==> src/rtl/voice_alloc.sv <==
// Polyphonic voice scheduler: MIDI note events -> per-voice on/off strobes.
// Optional VOICE_STEAL_EN enables oldest-voice stealing and per-voice ages.
module voice_alloc #(
    parameter int NUM_VOICES = 4,
    parameter int AGE_BITS   = 8,
    parameter int MIDI_BYTES = 24
) (
    input  logic                  clk_in,
    input  logic                  rst_n_in,
    input  logic [MIDI_BYTES-1:0] midi_event,
    input  logic [NUM_VOICES-1:0] voice_active_in,
    output logic [NUM_VOICES-1:0] voice_on_out,
    output logic [NUM_VOICES-1:0] voice_off_out,
    output logic [7:0]            voice_pitch_out,
    output logic [6:0]            voice_vel_out,
    output logic [NUM_VOICES-1:0] held_out,
    output logic [MIDI_BYTES-1:0] ctrl_event_out,
    output logic                  ctrl_valid_out,
    output logic                  steal_out,
    output logic                  drop_out
);

    localparam int IW = $clog2(NUM_VOICES);

    typedef enum logic [1:0] {IDLE, SCAN, ISSUE} state_t;

    state_t                state;
    logic [MIDI_BYTES-1:0] prev_event, work, skid;
    logic                  skid_valid;
    logic [7:0]            pitch [NUM_VOICES];
    logic [IW-1:0]         idx;
    logic                  rt_found, fr_found;
    logic [IW-1:0]         rt_idx, fr_idx;
    logic                  n_rt_found, n_fr_found;
    logic [IW-1:0]         n_rt_idx, n_fr_idx;
    logic [IW-1:0]         sel;
    logic                  sel_ok;
    logic [NUM_VOICES-1:0] off_mask;
    logic                  new_ev, note_new, last;
`ifdef VOICE_STEAL_EN
    logic [AGE_BITS-1:0]   age [NUM_VOICES];
    logic [AGE_BITS-1:0]   best_age, n_best_age;
    logic [IW-1:0]         best_idx, n_best_idx;
    logic                  stolen;
`endif

    function automatic logic is_on(input logic [MIDI_BYTES-1:0] ev);
        return ev[23:16] == 8'h90 && ev[7:0] != 8'h00;
    endfunction

    function automatic logic is_off(input logic [MIDI_BYTES-1:0] ev);
        return ev[23:16] == 8'h80 || (ev[23:16] == 8'h90 && ev[7:0] == 8'h00);
    endfunction

    assign new_ev   = midi_event != prev_event;
    assign note_new = new_ev && (is_on(midi_event) || is_off(midi_event));
    assign last     = idx == IW'(NUM_VOICES - 1);

    // Fold the voice visited this cycle into the running scan result.
    always_comb begin
        n_rt_found = rt_found;
        n_rt_idx   = rt_idx;
        n_fr_found = fr_found;
        n_fr_idx   = fr_idx;
        if (!rt_found && pitch[idx] == work[15:8]
            && (held_out[idx] || voice_active_in[idx])) begin
            n_rt_found = 1'b1;
            n_rt_idx   = idx;
        end
        if (!fr_found && !voice_active_in[idx] && !held_out[idx]) begin
            n_fr_found = 1'b1;
            n_fr_idx   = idx;
        end
`ifdef VOICE_STEAL_EN
        n_best_idx = best_idx;
        n_best_age = best_age;
        if (idx == '0 || age[idx] > best_age) begin
            n_best_idx = idx;
            n_best_age = age[idx];
        end
`endif
    end

    always_comb begin
        sel    = '0;
        sel_ok = 1'b1;
`ifdef VOICE_STEAL_EN
        stolen = 1'b0;
`endif
        if (n_rt_found) begin
            sel = n_rt_idx;
        end else if (n_fr_found) begin
            sel = n_fr_idx;
        end else begin
`ifdef VOICE_STEAL_EN
            sel    = n_best_idx;
            stolen = 1'b1;
`else
            sel_ok = 1'b0;
`endif
        end
    end

    always_comb begin
        off_mask = '0;
        for (int i = 0; i < NUM_VOICES; i++)
            off_mask[i] = held_out[i] && pitch[i] == work[15:8];
    end

    always_ff @(posedge clk_in or negedge rst_n_in) begin
        if (!rst_n_in) begin
            state           <= IDLE;
            prev_event      <= '0;
            work            <= '0;
            skid            <= '0;
            skid_valid      <= 1'b0;
            idx             <= '0;
            rt_found        <= 1'b0;
            fr_found        <= 1'b0;
            rt_idx          <= '0;
            fr_idx          <= '0;
            held_out        <= '0;
            voice_on_out    <= '0;
            voice_off_out   <= '0;
            voice_pitch_out <= '0;
            voice_vel_out   <= '0;
            ctrl_event_out  <= '0;
            ctrl_valid_out  <= 1'b0;
            steal_out       <= 1'b0;
            drop_out        <= 1'b0;
            for (int i = 0; i < NUM_VOICES; i++) pitch[i] <= '0;
`ifdef VOICE_STEAL_EN
            best_age <= '0;
            best_idx <= '0;
            for (int i = 0; i < NUM_VOICES; i++) age[i] <= '0;
`endif
        end else begin
            prev_event     <= midi_event;
            ctrl_valid_out <= new_ev && !note_new;
            if (new_ev && !note_new) ctrl_event_out <= midi_event;
            voice_on_out  <= '0;
            voice_off_out <= '0;
            steal_out     <= 1'b0;
            drop_out      <= 1'b0;
            // Skid capture is shared by SCAN and ISSUE; a full skid drops.
            if (note_new && state != IDLE) begin
                if (skid_valid) begin
                    drop_out <= 1'b1;
                end else if (state == SCAN) begin
                    skid       <= midi_event;
                    skid_valid <= 1'b1;
                end
            end
            unique case (state)
                IDLE: begin
                    if (note_new) begin
                        work     <= midi_event;
                        idx      <= '0;
                        rt_found <= 1'b0;
                        fr_found <= 1'b0;
                        state    <= SCAN;
                    end
                end
                SCAN: begin
                    rt_found <= n_rt_found;
                    rt_idx   <= n_rt_idx;
                    fr_found <= n_fr_found;
                    fr_idx   <= n_fr_idx;
`ifdef VOICE_STEAL_EN
                    best_age <= n_best_age;
                    best_idx <= n_best_idx;
`endif
                    idx <= idx + 1'b1;
                    if (last) begin
                        state           <= ISSUE;
                        voice_pitch_out <= work[15:8];
                        if (is_on(work)) begin
                            if (sel_ok) begin
                                voice_on_out  <= NUM_VOICES'(1) << sel;
                                voice_vel_out <= work[6:0];
                                pitch[sel]    <= work[15:8];
                                held_out[sel] <= 1'b1;
`ifdef VOICE_STEAL_EN
                                steal_out <= stolen;
                                for (int i = 0; i < NUM_VOICES; i++) begin
                                    if (IW'(i) == sel) age[i] <= '0;
                                    else if (age[i] != '1) age[i] <= age[i] + 1'b1;
                                end
`endif
                            end else begin
                                drop_out <= 1'b1;
                            end
                        end else begin
                            voice_off_out <= off_mask;
                            held_out      <= held_out & ~off_mask;
                        end
                    end
                end
                ISSUE: begin
                    idx      <= '0;
                    rt_found <= 1'b0;
                    fr_found <= 1'b0;
                    if (skid_valid) begin
                        work       <= skid;
                        skid_valid <= 1'b0;
                        state      <= SCAN;
                    end else if (note_new) begin
                        work  <= midi_event;
                        state <= SCAN;
                    end else begin
                        state <= IDLE;
                    end
                end
                default: state <= IDLE;
            endcase
        end
    end

endmodule

==> config.mk <==
export PLATFORM = sky130hd
export DESIGN_NAME = voice_alloc
export DESIGN_NICKNAME = d
export VERILOG_FILES = /design/src/rtl/voice_alloc.sv
export SDC_FILE = /design/constraint.sdc
export NUM_CORES = 1
export LEC_CHECK = 0
export BUFFER_PORTS_ARGS = -buffer_cell sky130_fd_sc_hd__buf_2
export CORE_ASPECT_RATIO = 0.5
export CORE_MARGIN = 2
export CORE_UTILIZATION = 43
export DETAILED_ROUTE_END_ITERATION = 10
export GPL_TIMING_DRIVEN = 0
export SYNTH_ARGS = -nofsm -noshare
export SYNTH_HDL_FRONTEND = slang
export SYNTH_SLANG_ARGS = --single-unit
==> constraint.sdc <==
create_clock -name clk_in -period 3.45 [get_ports clk_in]
set_clock_uncertainty 0.2 [all_clocks]
set_input_delay 0.8625 -clock clk_in [delete_from_list [all_inputs] [get_ports clk_in]]
set_output_delay 0.8625 -clock clk_in [all_outputs]
set_load 0.05 [all_outputs]
# Yosys cells after proc, flatten, opt, wreduce, memory -nomap -nowiden
# Cells that the tools add are included.
op_classes:
  reduce_logical: 37
  bitwise: 6
  eq_ne: 15
  n_div: 0
  mux: 53
  n_mul: 0
  n_addsub: 1
  magnitude_cmp: 6
  shifts: 1
op_table:
  columns: ["op", "n"]
  rows:
  - ["$mux 24", 2]
  - ["$pmux 24 s2", 1]
  - ["$eq 8x8->1", 5]
  - ["$mux 4", 9]
  - ["$bwmux 32", 1]
  - ["$eq 8x8->1 const B", 3]
  - ["$mux 8", 3]
  - ["$ne 24x24->1", 1]
  - ["$mux 1", 21]
  - ["$bmux 8 s2", 1]
  - ["$demux 8 s2", 1]
  - ["$logic_and 1x1->1", 16]
  - ["$reduce_bool 8->1", 2]
  - ["$mux 2", 7]
  - ["$pmux 2 s3", 2]
  - ["$logic_not 8->1", 1]
  - ["$ge 3x3->1 const B", 2]
  - ["$lt 2x3->1 const B", 2]
  - ["$ne 2x2->1 const B", 3]
  - ["$not 2->3", 2]
  - ["$pmux 1 s3", 2]
  - ["$reduce_and 2->1", 3]
  - ["$reduce_and 3->1", 2]
  - ["$logic_not 1->1", 5]
  - ["17 further kinds", 22]
word_totals:
  regBits: 168
  romBits: 0
  memories: 0
  out_inout_bits: 54
  word_cells: 141
  ram_bits: 0
  latch_bits: 0
  input_bits: 30

# Longest topological paths before layout
depth:
  depth_word: 16
  ltp_mapped: 10
  ltp_nobuf: 7

# Worst setup path before layout
# OpenSTA, ideal clock, no wires.
synth_timing:
  path_type: "input-to-reg"
  startpoint: "input voice_active_in[2]"
  endpoint: "register pitch[0] (netlist bit)"
  setup_slack_ps: 213
  cell_stages: 6
  path_buffers: 0
  setup_ps: 125
  required_ps: 3125
  t_arrival_ps: 2912
  path_cell_list: "or4b_1 -> a21o_1 -> a31oi_1 -> or3b_1 -> mux2i_4 -> mux2_4"
synth_via:
  elab_chain_len: 14
  elab_cells_between_ends: 23
  classes_between: "order compare (2); mux (13); bitwise (1); reduce/logical (7)"
synth_rtl:
  columns: ["item", "line_no", "rtl"]
  rows:
  - ["start: declaration", "11", "input logic [NUM_VOICES-1:0] voice_active_in,"]
  - ["$bmux 1 s2 *", "66, 70", null]
  - ["$mux 1 (not written as such) *", "66, 70", null]
  - ["$logic_not 1->1", "70", "if (!fr_found && !voice_active_in[idx] && !held_out[idx]) begin"]
  - ["$logic_and 1x1->1 (2 in a row)", "70", null]
  - ["$mux 2 / $mux 1 (equally long branches)", "70", null]
  - ["$mux 2", "92", "end else if (n_fr_found) begin"]
  - ["$mux 2", "90", "if (n_rt_found) begin"]
  - ["$not 2->3 (not written as such)", "181", "pitch[sel] <= work[15:8];"]
  - ["$ge 3x3->1 (not written as such) / $lt 3x1->1 (equally long branches)", "181", null]
  - ["$logic_and 1x1->1 (not written as such)", "181", null]
  - ["$mux 8 (not written as such)", "181", null]
  - ["$demux 8 s2", "181", null]
  - ["$bwmux 32", "181", null]
  - ["end signal: indexed assignment", "181", null]
  - ["end: declaration", "30", "logic [7:0] pitch [NUM_VOICES];"]
# Mark *: on every way between the ends. The rest lies on a longest branch, timed or not. The select of a mux whose other input is x is not followed.
# A chain may end at the register's enable or synchronous reset.

# Worst setup path after layout
layout_timing:
  startpoint: "register idx[0]"
  endpoint: "register pitch[9] (netlist bit)"
layout_via:
  elab_chain_len: 15
  elab_cells_between_ends: 33
  classes_between: "order compare (2); eq/ne (2); mux (18); bitwise (2); reduce/logical (9)"
layout_rtl:
  columns: ["item", "line_no", "rtl"]
  rows:
  - ["start: declaration", "31", "logic [IW-1:0] idx;"]
  - ["start signal: assignment", "173", "idx <= idx + 1'b1;"]
  - ["$not 2->3 (not written as such)", "65", "if (!rt_found && pitch[idx] == work[15:8]"]
  - ["$bmux 8 s2", "65", null]
  - ["$mux 8 (not written as such) (2 in a row)", "65", null]
  - ["$eq 8x8->1", "65", null]
  - ["$logic_and 1x1->1", "65", null]
  - ["$logic_and 1x1->1", "66", "&& (held_out[idx] || voice_active_in[idx])) begin"]
  - ["$mux 2 / $mux 1 (equally long branches)", "65", null]
  - ["$mux 2", "90", null]
  - ["$not 2->3 (not written as such)", "181", null]
  - ["$ge 3x3->1 (not written as such) / $lt 3x1->1 (equally long branches)", "181", null]
  - ["$logic_and 1x1->1 (not written as such)", "181", null]
  - ["$mux 8 (not written as such)", "181", null]
  - ["$demux 8 s2", "181", null]
  - ["$bwmux 32", "181", null]
# Several ways; a longest one is shown, not always the timed one. The select of a mux whose other input is x is not followed.

==> metrics.log <==
INFO  metric outcome = complete, no violations
INFO  metric placedInstanceArea = between 0.008 and 0.009 mm²
INFO  metric crit_path_start_kind = flip-flop
INFO  metric ys_ff_latch = 168
INFO  metric wl_per_cell = 18.40 µm
INFO  metric num_rows = 33
INFO  metric vias = approximately 4600
INFO  metric floorplan.initialDensity = 44.50%
INFO  metric synth_nets = 564
INFO  metric grt_first_pass_wirelength = 26520 µm
INFO  metric min_period = ~3.3 ns
INFO  metric hold_path.class = input pin to asynchronous set/reset pin
INFO  metric final_critical_path_setup_slack = between 0.15 and 0.2 ns
INFO  metric timing.reg2reg.worst_path_depth = 8
INFO  metric post_synthesis_async_set_or_reset_flop_share = 100.0%
INFO  metric arrival = 3.37 ns
INFO  metric pin_count_of_the_biggest_net_entering_global_routing = 123
INFO  metric finish.net_count = 668
INFO  metric syn-instance-count = approximately 530
INFO  metric max_cap_viol_count = 0
INFO  metric final_weighted_congestion_of_routability_driven_global_placement = 0.7627
INFO  metric total_power = 5.477 mW
INFO  metric timing.setup.critical_path_class = flip-flop to flip-flop
INFO  metric timing_hold_violations_final = 0
INFO  metric grt_antenna_before_repair = 0
INFO  metric layout.cell_area.non_filler = 0.008758 mm²
INFO  metric drt-pass1-iter-count = 4
INFO  metric max_freq = between 300 and 400 MHz
INFO  metric via_per_inst = 5.212
INFO  metric rsz0062_at_grt = no
INFO  metric netlist_area = 0.007386 mm²
INFO  metric power.leakage = approximately 4.2 nW
INFO  metric regToRegStartpoint = idx[0]
INFO  metric ys.flop_type = sky130_fd_sc_hd__dfrtp_1
INFO  metric final_core_utilization = 52.77%
INFO  metric max-vdd-ir-drop = approximately 0.33 mV
INFO  metric synth-edff-count = 0
INFO  metric final_layout_size_suffix_gt1_share = 33.08%
INFO  metric slew_headroom = 44.72%
INFO  metric tightest_slew = 0.8185 ns
INFO  metric fp.coreArea = 0.01660 mm²
INFO  metric clock_input_transition_at_the_sequential_cells_of_the_worst_setup_and_hold_paths = roughly 0.07 ns
INFO  metric clock_insertion_delay_worst_skew = 0.43 ns
INFO  metric postRouteWirelength = 16140 µm
INFO  metric detailed_place_hpwl = 11020 µm
INFO  metric cts_buffers = 17
INFO  metric setup_viol = 0
INFO  metric cp_data_required_time = 3.56 ns
INFO  metric worst_setup_path_end_kind = flip-flop
INFO  metric cts_tree = built
INFO  metric seq_area_frac_synth = 56.92%
INFO  metric die_h = slightly below 100 µm
INFO  metric die_w = between 150 and 200 µm
INFO  metric layout-area-overhead-vs-synth = 18.58%
INFO  metric cts_max_level = 4
INFO  metric commonest_cells_after_routing_fill_and_taps_aside = 167 x sky130_fd_sc_hd__dfrtp_1, 82 x sky130_fd_sc_hd__buf_2, 59 x sky130_fd_sc_hd__xor2_1
INFO  metric number_of_clock_sinks = between 150 and 200
INFO  metric detail-route-antenna-nets = 0
INFO  metric remaining_drc_errors = 0
INFO  metric final_common_cell = sky130_fd_sc_hd__dfrtp_1
INFO  metric grt-ovfl-total = 0
INFO  metric drt-initial-drc-count = 244
INFO  metric grt.total_usage = 18.67%
INFO  metric worst_setup_path_startpoint = idx[0]
INFO  metric insertedDiodeCount = 0
INFO  metric synth_top_cell_area_share = 56.92%
INFO  metric slew_viols_final = 0
INFO  metric post-synth-top-area-cell = sky130_fd_sc_hd__dfrtp_1
INFO  metric max-clock-path-buffers = 2
INFO  metric port_buffers = 82
INFO  metric yosysWarnings = 0
INFO  metric synth_area_per_cell = 13.86 µm²
INFO  metric dp_slack = -0.3868 ns
INFO  metric cts_root_buf = sky130_fd_sc_hd__clkbuf_16
INFO  metric first_global_vias = ~4800
INFO  metric worstPathMaxFanout = 10
INFO  metric synth.lib_cells_used.distinct = 53
INFO  metric floorplan.io_pins = 84
INFO  metric finalCritPeriodShare = 94.56%
INFO  metric synth_area_leaders = sky130_fd_sc_hd__dfrtp_1 57%, sky130_fd_sc_hd__xor2_1 7.0%, sky130_fd_sc_hd__mux2_4 6.9%
INFO  metric powerDensity = around 630 mW/mm²
INFO  metric die_area = 0.01830 mm²
-- logic make-up after synthesis --
kind of cell / after synthesis / share of synthesized area [%]
AND/OR/NAND/NOR: 87 / 6.810
buffers and inverters: 39 / 2.372
XOR/XNOR: 64 / 7.589
AO/OA/AOI/OAI: 70 / 7.810
other: 1 / 0.05077
adder cells (fa/ha/maj): 1 / 0.1694
multiplexers: 103 / 18.28
flip-flops: 168 / 56.92
-- worst max-delay path, cell delays in order, from the launching register on --
cell                       delay, ns
sky130_fd_sc_hd__dfrtp_2        0.42
sky130_fd_sc_hd__mux4_2         0.55
sky130_fd_sc_hd__xor2_1         0.17
sky130_fd_sc_hd__or4_1          0.55
sky130_fd_sc_hd__a2111o_1       0.33
sky130_fd_sc_hd__buf_6          0.16
sky130_fd_sc_hd__mux2_4         0.30
sky130_fd_sc_hd__buf_6          0.16
sky130_fd_sc_hd__mux2_4         0.30
-- cell usage after synthesis (2+ instances only) --
master                       n
sky130_fd_sc_hd__o21ai_0     2
sky130_fd_sc_hd__a21o_1      8
sky130_fd_sc_hd__or3_1       2
sky130_fd_sc_hd__clkbuf_1   21
sky130_fd_sc_hd__o22a_1     35
sky130_fd_sc_hd__buf_6       3
sky130_fd_sc_hd__or4b_1      2
sky130_fd_sc_hd__buf_2       2
sky130_fd_sc_hd__nor4b_1     4
sky130_fd_sc_hd__nor3_1      5
sky130_fd_sc_hd__o21ai_1     2
sky130_fd_sc_hd__mux2_4     34
sky130_fd_sc_hd__mux2_2     42
sky130_fd_sc_hd__dfrtp_1   168
sky130_fd_sc_hd__mux2i_4     2
sky130_fd_sc_hd__mux2i_1     4
sky130_fd_sc_hd__a22o_1      8
sky130_fd_sc_hd__buf_1       3
sky130_fd_sc_hd__nor4_1     18
sky130_fd_sc_hd__xnor2_1     5
sky130_fd_sc_hd__inv_1       9
sky130_fd_sc_hd__and2_1      2
sky130_fd_sc_hd__mux4_2      4
sky130_fd_sc_hd__nor2b_1     7
sky130_fd_sc_hd__xor2_1     59
sky130_fd_sc_hd__a21oi_1     2
sky130_fd_sc_hd__mux2_1     17
sky130_fd_sc_hd__nand2_1    15
sky130_fd_sc_hd__o41ai_1     2
sky130_fd_sc_hd__or2_2       5
sky130_fd_sc_hd__nor2_1      8
sky130_fd_sc_hd__nand3_1    10
sky130_fd_sc_hd__or4_1       2
sky130_fd_sc_hd__a31oi_1     2
-- report_power, final --
part           leakage (nW)  internal, mW  switching (mW)
combinational          1.78         0.458           0.811
clock                 0.276          1.03           0.874
sequential             2.19          2.17           0.137
-- path summary, 6_finish.rpt --
| kind | to | slack, ns |
|---|---|---|
| setup / recovery | pitch[9] | 0.19 |
| hold / removal | prev_event[17] | 0.13 |
| setup reg to reg | pitch[9] | 0.19 |
| hold reg to reg | skid[23] | 0.27 |
| max in group asynchronous | idx[0] | 2.01 |
| min in group clk_in | skid[23] | 0.27 |
-- flip-flops by register name (all words and copies together), names as in the netlist, 2 cells and up --
| name | count |
|---|---|
| ctrl_event_out | 24 |
| voice_pitch_out | 8 |
| voice_on_out | 4 |
| skid | 24 |
| held_out | 4 |
| prev_event | 24 |
| state | 2 |
| fr_idx | 2 |
| rt_idx | 2 |
| work | 24 |
| voice_off_out | 4 |
| voice_vel_out | 7 |
| idx | 2 |
| pitch | 32 |
-- metal layers --
layer / track usage (%) / share of wire, % / wire [µm] / vias up
met3: 3.737 / 3.0 / 485 / 17
met1: 28.78 / 52 / 8460 / 2335
li1: - / - / - / 2140
met5: 0 / 0 / 0 / -
met4: 4.532 / 0.96 / 155 / 0
met2: 26.94 / 44 / 7036 / 79
-- repair_timing --
item,in CTS,in global routing
pin swaps,0,1
endpoints found under the hold margin,0,0
gates resized for setup,1,9
endpoints found under the setup margin,39,62
buffers inserted,3,0
hold buffers,0,0
cloned,0,0
-- stage by stage --
stage	hold slack [ns]	instances	setup TNS [ns]
after floorplan	0.2402	533	0
after global placement	0.2531	842	-234.10
after detailed placement	0.2628	843	-14.23
after CTS	0.1311	878	0
after global routing	0.1457	877	0
final	0.1255	877	0
-- layout make-up --
cell class	count	area (µm²)
plain buffers	29	147.6
inverters	9	33.78
flip-flops and latches	168	4205
fillers	1454	7840
multi-input cells	326	3013
well taps	227	284.0
clock inverters	14	150.1
repair buffers	86	495.5
clock buffers	18	429.2
No activity file was read; power rests on OpenSTA's default activity.
